===== src/rtl/uart_tx_fifo_if.sv =====
// ---------------------------------------------------------------------------
// uart_tx_fifo_if
// Bus bundle between the CPU I/O side / baud generator and the UART
// transmitter.
//
// Signals
//   brg_full    baud tick, one clk wide, one pulse per bit time
//   iocs        chip select
//   iorw        1 = read, 0 = write
//   ioaddr      register address (0 = TX data, 1 = control/clear)
//   databus     write data
//   tbr         FIFO has space
//   tx_idle     FIFO empty and no frame in progress
//   txd         serial output, idles high
//   fifo_count  entries currently queued
//   ovf         sticky overflow flag
//
// Modports
//   master  drives the bus and tick, observes status (CPU / bench side)
//   slave   the transmitter
// ---------------------------------------------------------------------------
interface uart_tx_fifo_if #(
  parameter int FIFO_DEPTH = 4
);
  logic                          brg_full;
  logic                          iocs;
  logic                          iorw;
  logic [1:0]                    ioaddr;
  logic [7:0]                    databus;
  logic                          tbr;
  logic                          tx_idle;
  logic                          txd;
  logic [$clog2(FIFO_DEPTH):0]   fifo_count;
  logic                          ovf;

  modport master (
    output brg_full, iocs, iorw, ioaddr, databus,
    input  tbr, tx_idle, txd, fifo_count, ovf
  );

  modport slave (
    input  brg_full, iocs, iorw, ioaddr, databus,
    output tbr, tx_idle, txd, fifo_count, ovf
  );
endinterface


===== src/rtl/uart_tx_fifo.sv =====
// ---------------------------------------------------------------------------
// uart_tx_fifo
// UART transmitter fed by a small write-side FIFO. Software writes characters
// to address 0; frames (start, DATA_BITS data LSB first, optional parity,
// STOP_BITS stop bits) are sent back-to-back on txd, advancing only on the
// shared baud tick brg_full. A write to a full FIFO is dropped and sets the
// sticky ovf flag, which is cleared by writing 1 to bit 0 of address 1.
//
// Parameters
//   DATA_BITS   5..8 data bits per frame
//   FIFO_DEPTH  power of two, 2..16
//   PARITY      0 none, 1 even, 2 odd
//   STOP_BITS   1 or 2
//
// Ports
//   clk   clock, all state on posedge
//   rst   asynchronous active-high reset
//   bus   uart_tx_fifo_if.slave: brg_full/iocs/iorw/ioaddr/databus in,
//         tbr/tx_idle/txd/fifo_count/ovf out (all registered or derived
//         from registers only)
// ---------------------------------------------------------------------------
module uart_tx_fifo #(
  parameter int DATA_BITS  = 8,
  parameter int FIFO_DEPTH = 4,
  parameter int PARITY     = 0,
  parameter int STOP_BITS  = 1
) (
  input  logic             clk,
  input  logic             rst,
  uart_tx_fifo_if.slave    bus
);

  localparam int AW = $clog2(FIFO_DEPTH);
  localparam int CW = AW + 1;

  localparam logic [CW-1:0] DEPTH_C   = CW'(FIFO_DEPTH);
  localparam logic [2:0]    LAST_DATA = 3'(DATA_BITS - 1);
  localparam logic          LAST_STOP = (STOP_BITS == 2) ? 1'b1 : 1'b0;

  localparam logic [2:0] S_IDLE  = 3'd0;
  localparam logic [2:0] S_START = 3'd1;
  localparam logic [2:0] S_DATA  = 3'd2;
  localparam logic [2:0] S_PAR   = 3'd3;
  localparam logic [2:0] S_STOP  = 3'd4;

  // Parity of a character as it is popped; odd parity is the inverted XOR.
  function automatic logic f_parity(input logic [DATA_BITS-1:0] d);
    logic x;
    x = ^d;
    return (PARITY == 2) ? ~x : x;
  endfunction

  // FIFO storage and control
  logic [DATA_BITS-1:0] r_mem [FIFO_DEPTH];
  logic [AW-1:0]        r_wptr;
  logic [AW-1:0]        r_rptr;
  logic [CW-1:0]        r_count;
  logic                 r_ovf;

  // Transmit engine
  logic [2:0]           r_state;
  logic                 r_txd;
  logic [2:0]           r_bit;
  logic                 r_stop;
  logic [DATA_BITS-1:0] r_shift;
  logic                 r_par;

  logic                 w_wr;
  logic                 w_clr;
  logic                 w_empty;
  logic                 w_full;
  logic                 w_last_stop;
  logic                 w_pop;
  logic                 w_push;
  logic [DATA_BITS-1:0] w_head;
  logic [DATA_BITS-1:0] w_wdata;
  logic                 w_shift_en;

  assign w_wr    = bus.iocs & ~bus.iorw & (bus.ioaddr == 2'd0);
  assign w_clr   = bus.iocs & ~bus.iorw & (bus.ioaddr == 2'd1) & bus.databus[0];
  assign w_wdata = bus.databus[DATA_BITS-1:0];

  assign w_empty = (r_count == '0);
  assign w_full  = (r_count == DEPTH_C);

  assign w_last_stop = (r_state == S_STOP) & (r_stop == LAST_STOP);

  // A pop only happens where a new start bit is driven: from IDLE or on the
  // final stop tick. Emptiness comes from registered state, so a push in
  // the same cycle as an IDLE tick is only seen at the following tick.
  assign w_pop  = bus.brg_full & ~w_empty & ((r_state == S_IDLE) | w_last_stop);

  // A full FIFO still accepts a write when the head leaves in that cycle;
  // the write slot equals the read slot and the old head is read first.
  assign w_push = w_wr & (~w_full | w_pop);

  assign w_head = r_mem[r_rptr];

  // The START tick emits bit 0, each DATA tick emits the next bit, so the
  // shifter advances on both.
  assign w_shift_en = bus.brg_full & ((r_state == S_START) | (r_state == S_DATA));

  // ---- FIFO storage (data, no reset)
  always_ff @(posedge clk) begin
    if (w_push) begin
      r_mem[r_wptr] <= w_wdata;
    end
  end

  // ---- FIFO pointers, occupancy and overflow flag
  always_ff @(posedge clk or posedge rst) begin
    if (rst) begin
      r_wptr  <= '0;
      r_rptr  <= '0;
      r_count <= '0;
      r_ovf   <= 1'b0;
    end else begin
      // Pointers wrap naturally because FIFO_DEPTH is a power of two.
      if (w_push) begin
        r_wptr <= r_wptr + AW'(1);
      end
      if (w_pop) begin
        r_rptr <= r_rptr + AW'(1);
      end
      case ({w_push, w_pop})
        2'b10:   r_count <= r_count + CW'(1);
        2'b01:   r_count <= r_count - CW'(1);
        default: r_count <= r_count;
      endcase
      // Set has priority over clear.
      if (w_wr & ~w_push) begin
        r_ovf <= 1'b1;
      end else if (w_clr) begin
        r_ovf <= 1'b0;
      end
    end
  end

  // ---- Character shifter and latched parity (data, no reset)
  always_ff @(posedge clk) begin
    if (w_pop) begin
      r_shift <= w_head;
      r_par   <= f_parity(w_head);
    end else if (w_shift_en) begin
      r_shift <= r_shift >> 1;
    end
  end

  // ---- Frame sequencer; txd is registered and moves only on baud ticks
  always_ff @(posedge clk or posedge rst) begin
    if (rst) begin
      r_state <= S_IDLE;
      r_txd   <= 1'b1;
      r_bit   <= 3'd0;
      r_stop  <= 1'b0;
    end else if (bus.brg_full) begin
      case (r_state)
        S_IDLE: begin
          if (w_pop) begin
            r_txd   <= 1'b0;
            r_state <= S_START;
          end else begin
            r_txd   <= 1'b1;
          end
        end
        S_START: begin
          r_txd   <= r_shift[0];
          r_bit   <= 3'd0;
          r_state <= S_DATA;
        end
        S_DATA: begin
          // r_bit counts data bit-times already on the line after the
          // START tick; the last one hands over to parity or stop.
          if (r_bit == LAST_DATA) begin
            if (PARITY != 0) begin
              r_txd   <= r_par;
              r_state <= S_PAR;
            end else begin
              r_txd   <= 1'b1;
              r_stop  <= 1'b0;
              r_state <= S_STOP;
            end
          end else begin
            r_txd <= r_shift[0];
            r_bit <= r_bit + 3'd1;
          end
        end
        S_PAR: begin
          r_txd   <= 1'b1;
          r_stop  <= 1'b0;
          r_state <= S_STOP;
        end
        S_STOP: begin
          if (r_stop == LAST_STOP) begin
            // Back-to-back: the next start bit replaces the idle bit.
            if (w_pop) begin
              r_txd   <= 1'b0;
              r_state <= S_START;
            end else begin
              r_txd   <= 1'b1;
              r_state <= S_IDLE;
            end
          end else begin
            r_txd  <= 1'b1;
            r_stop <= r_stop + 1'b1;
          end
        end
        default: begin
          r_txd   <= 1'b1;
          r_state <= S_IDLE;
        end
      endcase
    end
  end

  assign bus.tbr        = ~w_full;
  assign bus.tx_idle    = (r_state == S_IDLE) & w_empty;
  assign bus.txd        = r_txd;
  assign bus.fifo_count = r_count;
  assign bus.ovf        = r_ovf;

endmodule


===== src/flat_wrapper.sv =====
// flat-port wrapper written by rule: the top's interface ports become plain ports
module uart_tx_fifo_flat 
#(
  parameter int DATA_BITS  = 8,
  parameter int FIFO_DEPTH = 4,
  parameter int PARITY     = 0,
  parameter int STOP_BITS  = 1
)
  (clk, rst, bus_brg_full, bus_iocs, bus_iorw, bus_ioaddr, bus_databus, bus_tbr, bus_tx_idle, bus_txd, bus_fifo_count, bus_ovf);
  uart_tx_fifo_if #(.FIFO_DEPTH(FIFO_DEPTH)) bus_i ();
  input  logic clk;
  input  logic rst;
  input wire logic [$bits(bus_i.brg_full)-1:0] bus_brg_full;
  input wire logic [$bits(bus_i.iocs)-1:0] bus_iocs;
  input wire logic [$bits(bus_i.iorw)-1:0] bus_iorw;
  input wire logic [$bits(bus_i.ioaddr)-1:0] bus_ioaddr;
  input wire logic [$bits(bus_i.databus)-1:0] bus_databus;
  output wire logic [$bits(bus_i.tbr)-1:0] bus_tbr;
  output wire logic [$bits(bus_i.tx_idle)-1:0] bus_tx_idle;
  output wire logic [$bits(bus_i.txd)-1:0] bus_txd;
  output wire logic [$bits(bus_i.fifo_count)-1:0] bus_fifo_count;
  output wire logic [$bits(bus_i.ovf)-1:0] bus_ovf;
  assign bus_i.brg_full = bus_brg_full;
  assign bus_i.iocs = bus_iocs;
  assign bus_i.iorw = bus_iorw;
  assign bus_i.ioaddr = bus_ioaddr;
  assign bus_i.databus = bus_databus;
  assign bus_tbr = bus_i.tbr;
  assign bus_tx_idle = bus_i.tx_idle;
  assign bus_txd = bus_i.txd;
  assign bus_fifo_count = bus_i.fifo_count;
  assign bus_ovf = bus_i.ovf;
  uart_tx_fifo #(.DATA_BITS(DATA_BITS), .FIFO_DEPTH(FIFO_DEPTH), .PARITY(PARITY), .STOP_BITS(STOP_BITS)) u_core (.clk(clk), .rst(rst), .bus(bus_i));
endmodule

===== config.mk =====
export PLATFORM = sky130hd
export DESIGN_NAME = uart_tx_fifo_flat
export DESIGN_NICKNAME = d
export VERILOG_FILES = /design/src/rtl/uart_tx_fifo_if.sv /design/src/rtl/uart_tx_fifo.sv /design/src/flat_wrapper.sv
export SDC_FILE = /design/constraint.sdc
export NUM_CORES = 1
export LEC_CHECK = 0
export ABC_AREA = 1
export BUFFER_PORTS_ARGS = -buffer_cell sky130_fd_sc_hd__buf_2
export CAP_MARGIN = 20
export CORE_MARGIN = 2
export CORE_UTILIZATION = 30
export DETAILED_ROUTE_END_ITERATION = 16
export MAX_ROUTING_LAYER = met4
export PLACE_DENSITY = 0.46
export SKIP_CTS_REPAIR_TIMING = 1
export SYNTH_ARGS = -nofsm -noshare
export SYNTH_HDL_FRONTEND = slang
export SYNTH_SLANG_ARGS = --single-unit
export TNS_END_PERCENT = 20

===== constraint.sdc =====
create_clock -name clk -period 2.33 [get_ports clk]
set_input_delay 0.1165 -clock clk [delete_from_list [all_inputs] [get_ports clk]]
set_output_delay 0.1165 -clock clk [all_outputs]
set_load 0.01 [all_outputs]

==> results by group <==
Timing
  – Final hold violation count: 0
  – Post-route clock period utilization: 0.912
  – Final setup TNS: 0 ns
  – Tmin final: 2.12 ns
  – Fmax: 471 MHz
  – Worst-Margin Slew: 0.640 ns
  – Skew final: 0.0142 ns
  – Slew Limit Headroom: 0.573
  – Slew Limit Fails: 0
  – RSZ-0062 raised after global routing: false
  – Setup-failing EPs final: 0

Synthesis
  – Syn Inst Count: 226
  – Syn Area/Cell: 11.0 um2
  – Yosys top cell by area: edfxtp_1
  – Synth cell types: 29
  – Synth warn: 0
  – Net count after synthesis: 249
  – Synthesized area: 0.00248 mm2
  – Top cells by area, synth: edfxtp_1, dfrtp_1, nand2_1
  – Seq/Total Area, Yosys: 0.635
  – Synth top area share: 0.484
  – Register bit total from synthesis: 55

Layout
  – Util after Layout: 0.354
  – Nets: 284
  – Layout Cells excl Fill: 367
  – Share of cells above drive strength 1: 0.195
  – Fillers: 821
  – Antenna diode count: 0
  – Area growth, synth to finish: 16.1%

Clock tree
  – CTS Root Cell: clkbuf_8
  – Worst-path clk slew: 0.12 ns
  – Inserted Clock Buffers: 5
  – H-tree Lvls: 2
  – Clock tree sinks: 55
  – Clk Latency, worst-skew pair: 0.32 ns
  – CTS tree: built
  – Clock Tree Buf Depth: 2

Routing
  – Routed via count: 1580
  – DRC viols: 0
  – Starting DRT DRC Count: 134
  – DRT Wirelength: 4560 um
  – Via/cell ratio: 4.31
  – Drt first pass iters: 4
  – Routed Antenna Nets: 0
  – Wire length per cell: 12.4 um

Floorplan
  – Core footprint: 0.00813 mm2
  – Ports: 22
  – Chip width: 95.0 um
  – Die area: 0.00902 mm2
  – Num rows: 33
  – Initial core utilization: 0.305
  – Die Ht: 95.0 um

Global routing
  – Initial antenna violation count: 0
  – Global-route wire length before repair: 7610 um
  – Total GRT Usage: 0.117
  – GR Util met3: 0.0287
  – Met1 GRT Util: 0.146
  – Gr busiest metal: met2
  – Vias in the first global route: 1548
  – Gr ovfl total: 0
  – Largest net degree at the start of global routing: 21
  – Met2 GRT Util: 0.182

Worst setup path
  – CP required: 2.54 ns
  – Crit path max-delay family: simple AND/OR/NAND/NOR gates
  – Critical path class: reg -> reg
  – Largest driver fanout on the critical path: 7
  – WP buf/inv: 1
  – CP Cell Sequence: nor3_2, nand2_4, nand2_4, ha_1, inv_1, fa_1, a21oi_1, o21ai_0, xor2_1
  – CP max stage delay: 0.45 ns
  – Critical path's slowest cell: dfrtp_1
  – CP Launch Type: flop
  – Worst path most repeated cell: nand2_4
  – Crit path arrival time: 2.33 ns
  – CP endpoint kind: flop

Run status
  – Status: finished clean

Pwr
  – Static leakage: 1.21 nW
  – PD cells: 1090 mW/mm2
  – Maximum vdd drop: 325 uV

Placed design
  – Placed Cells: 353
  – Routability cong.: 0.775
  – Port-buffer cells: 21
  – DP HPWL: 3090 um

Worst hold path
  – HP Class: in -> reg

Run
  – Max Cap Viol: 0
layer usage:
layer  up-vias  part of all wire
met1       732              0.50
li1        825                 -
met3         7             0.023
met4         0             0.018
met5         -                 0
met2        16              0.46
metrics by stage:
step / area [um2] / setup slack (ns) / hold WS (ns) / total power, mW
2_1_floorplan: 2480 / 0.308 / 0.0173 / 2.31
3_3_place_gp: 2720 / 0.289 / 0.230 / 2.61
3_5_place_dp: 2720 / 0.214 / 0.233 / 2.60
4_1_cts: 2820 / 0.194 / -0.127 / 3.19
5_1_grt: 2880 / 0.0339 / 0.00513 / 3.43
6_report: 2880 / 0.206 / 0.0187 / 3.15
final cells by class:
| cell class | instances | area (um2) | area share |
|---|---|---|---|
| Inverter | 23 | 88.8 | 0.0308 |
| Multi-Input combinational cell | 143 | 774 | 0.269 |
| Timing Repair Buffer | 33 | 210 | 0.0729 |
| Tap cell | 105 | 131 | 0.0456 |
| Sequential cell | 55 | 1580 | 0.547 |
| Clock buffer | 5 | 68.8 | 0.0239 |
| Clock inverter | 3 | 31.3 | 0.0109 |
power by group:
part / total (mW) / internal [mW] / switching (mW)
logic: 1.12 / 0.394 / 0.726
clock network: 0.575 / 0.229 / 0.346
registers: 1.45 / 1.31 / 0.142
kinds of logic (layout without fill, tap and decap cells):
logic type	Yosys count	count (layout)	synth area share
DFF	55	55	0.635
xor gates and xnor gates	3	3	0.0106
buffers and inverters	28	64	0.0529
AOI/OAI and AO/OA	32	32	0.0695
and+or+nand+nor	100	100	0.188
adders and majority gates	8	8	0.0433
worst paths after layout:
path | startpoint | end | slack (ns) | cells past startpoint
min in group asynchronous | rst | u_core.r_bit[0] | 0.41 | 3
max | u_core.bus.fifo_count[0] | u_core.bus.fifo_count[2] | 0.21 | 9
min | bus_databus[1] | u_core.r_mem[0][1] | 0.02 | 1
max reg2reg | u_core.bus.fifo_count[0] | u_core.bus.fifo_count[2] | 0.21 | 9
max in group asynchronous | rst | u_core.r_wptr[1] | 1.50 | 3
min reg2reg | u_core.bus.txd | u_core.bus.txd | 0.51 | 2
synth_stat cells (all sizes together):
cell type   n
nand4       2
xnor2       1
nand3       8
buf         5
a21oi       3
dfrtp      14
inv        23
nor2       33
edfxtp     40
xor2        2
ha          7
o22ai       7
dfstp       1
nand2      52
o21ai      22
nor3        4
nand3b      1
fa          1
worst register-to-register path: cells and delay by family (launching register included):
kind	cells	cell delay, ns
flip-flops	1	0.45
XOR/XNOR	1	0.16
AO/OA/AOI/OAI	2	0.26
adder cells (fa/ha/maj)	2	0.52
AND/OR/NAND/NOR	3	0.55
buffers and inverters	1	0.06
registers in the layout, indices dropped and copies added (netlist names):
| register | cells |
|---|---|
| u_core.r_mem | 32 |
| u_core.r_shift | 8 |
| u_core.bus.fifo_count | 3 |
| u_core.r_bit | 3 |
| u_core.r_state | 3 |
| u_core.r_rptr | 2 |
| u_core.r_wptr | 2 |
| u_core.bus.ovf | 1 |
| u_core.bus.txd | 1 |
cell usage in the layout, fill, tap and decap left out, drive strengths merged:
cell,instances
inv,25
dfrtp,14
clkinv,1
buf,27
nand2,52
xor2,2
dlygate4sd3,6
ha,7
dfstp,1
edfxtp,40
nand3,8
clkbuf,5
nand3b,1
o22ai,7
xnor2,1
nor2,33
o21ai,22
a21oi,3
nor3,4
fa,1
nand4,2
(Power assumes the default switching activity.)
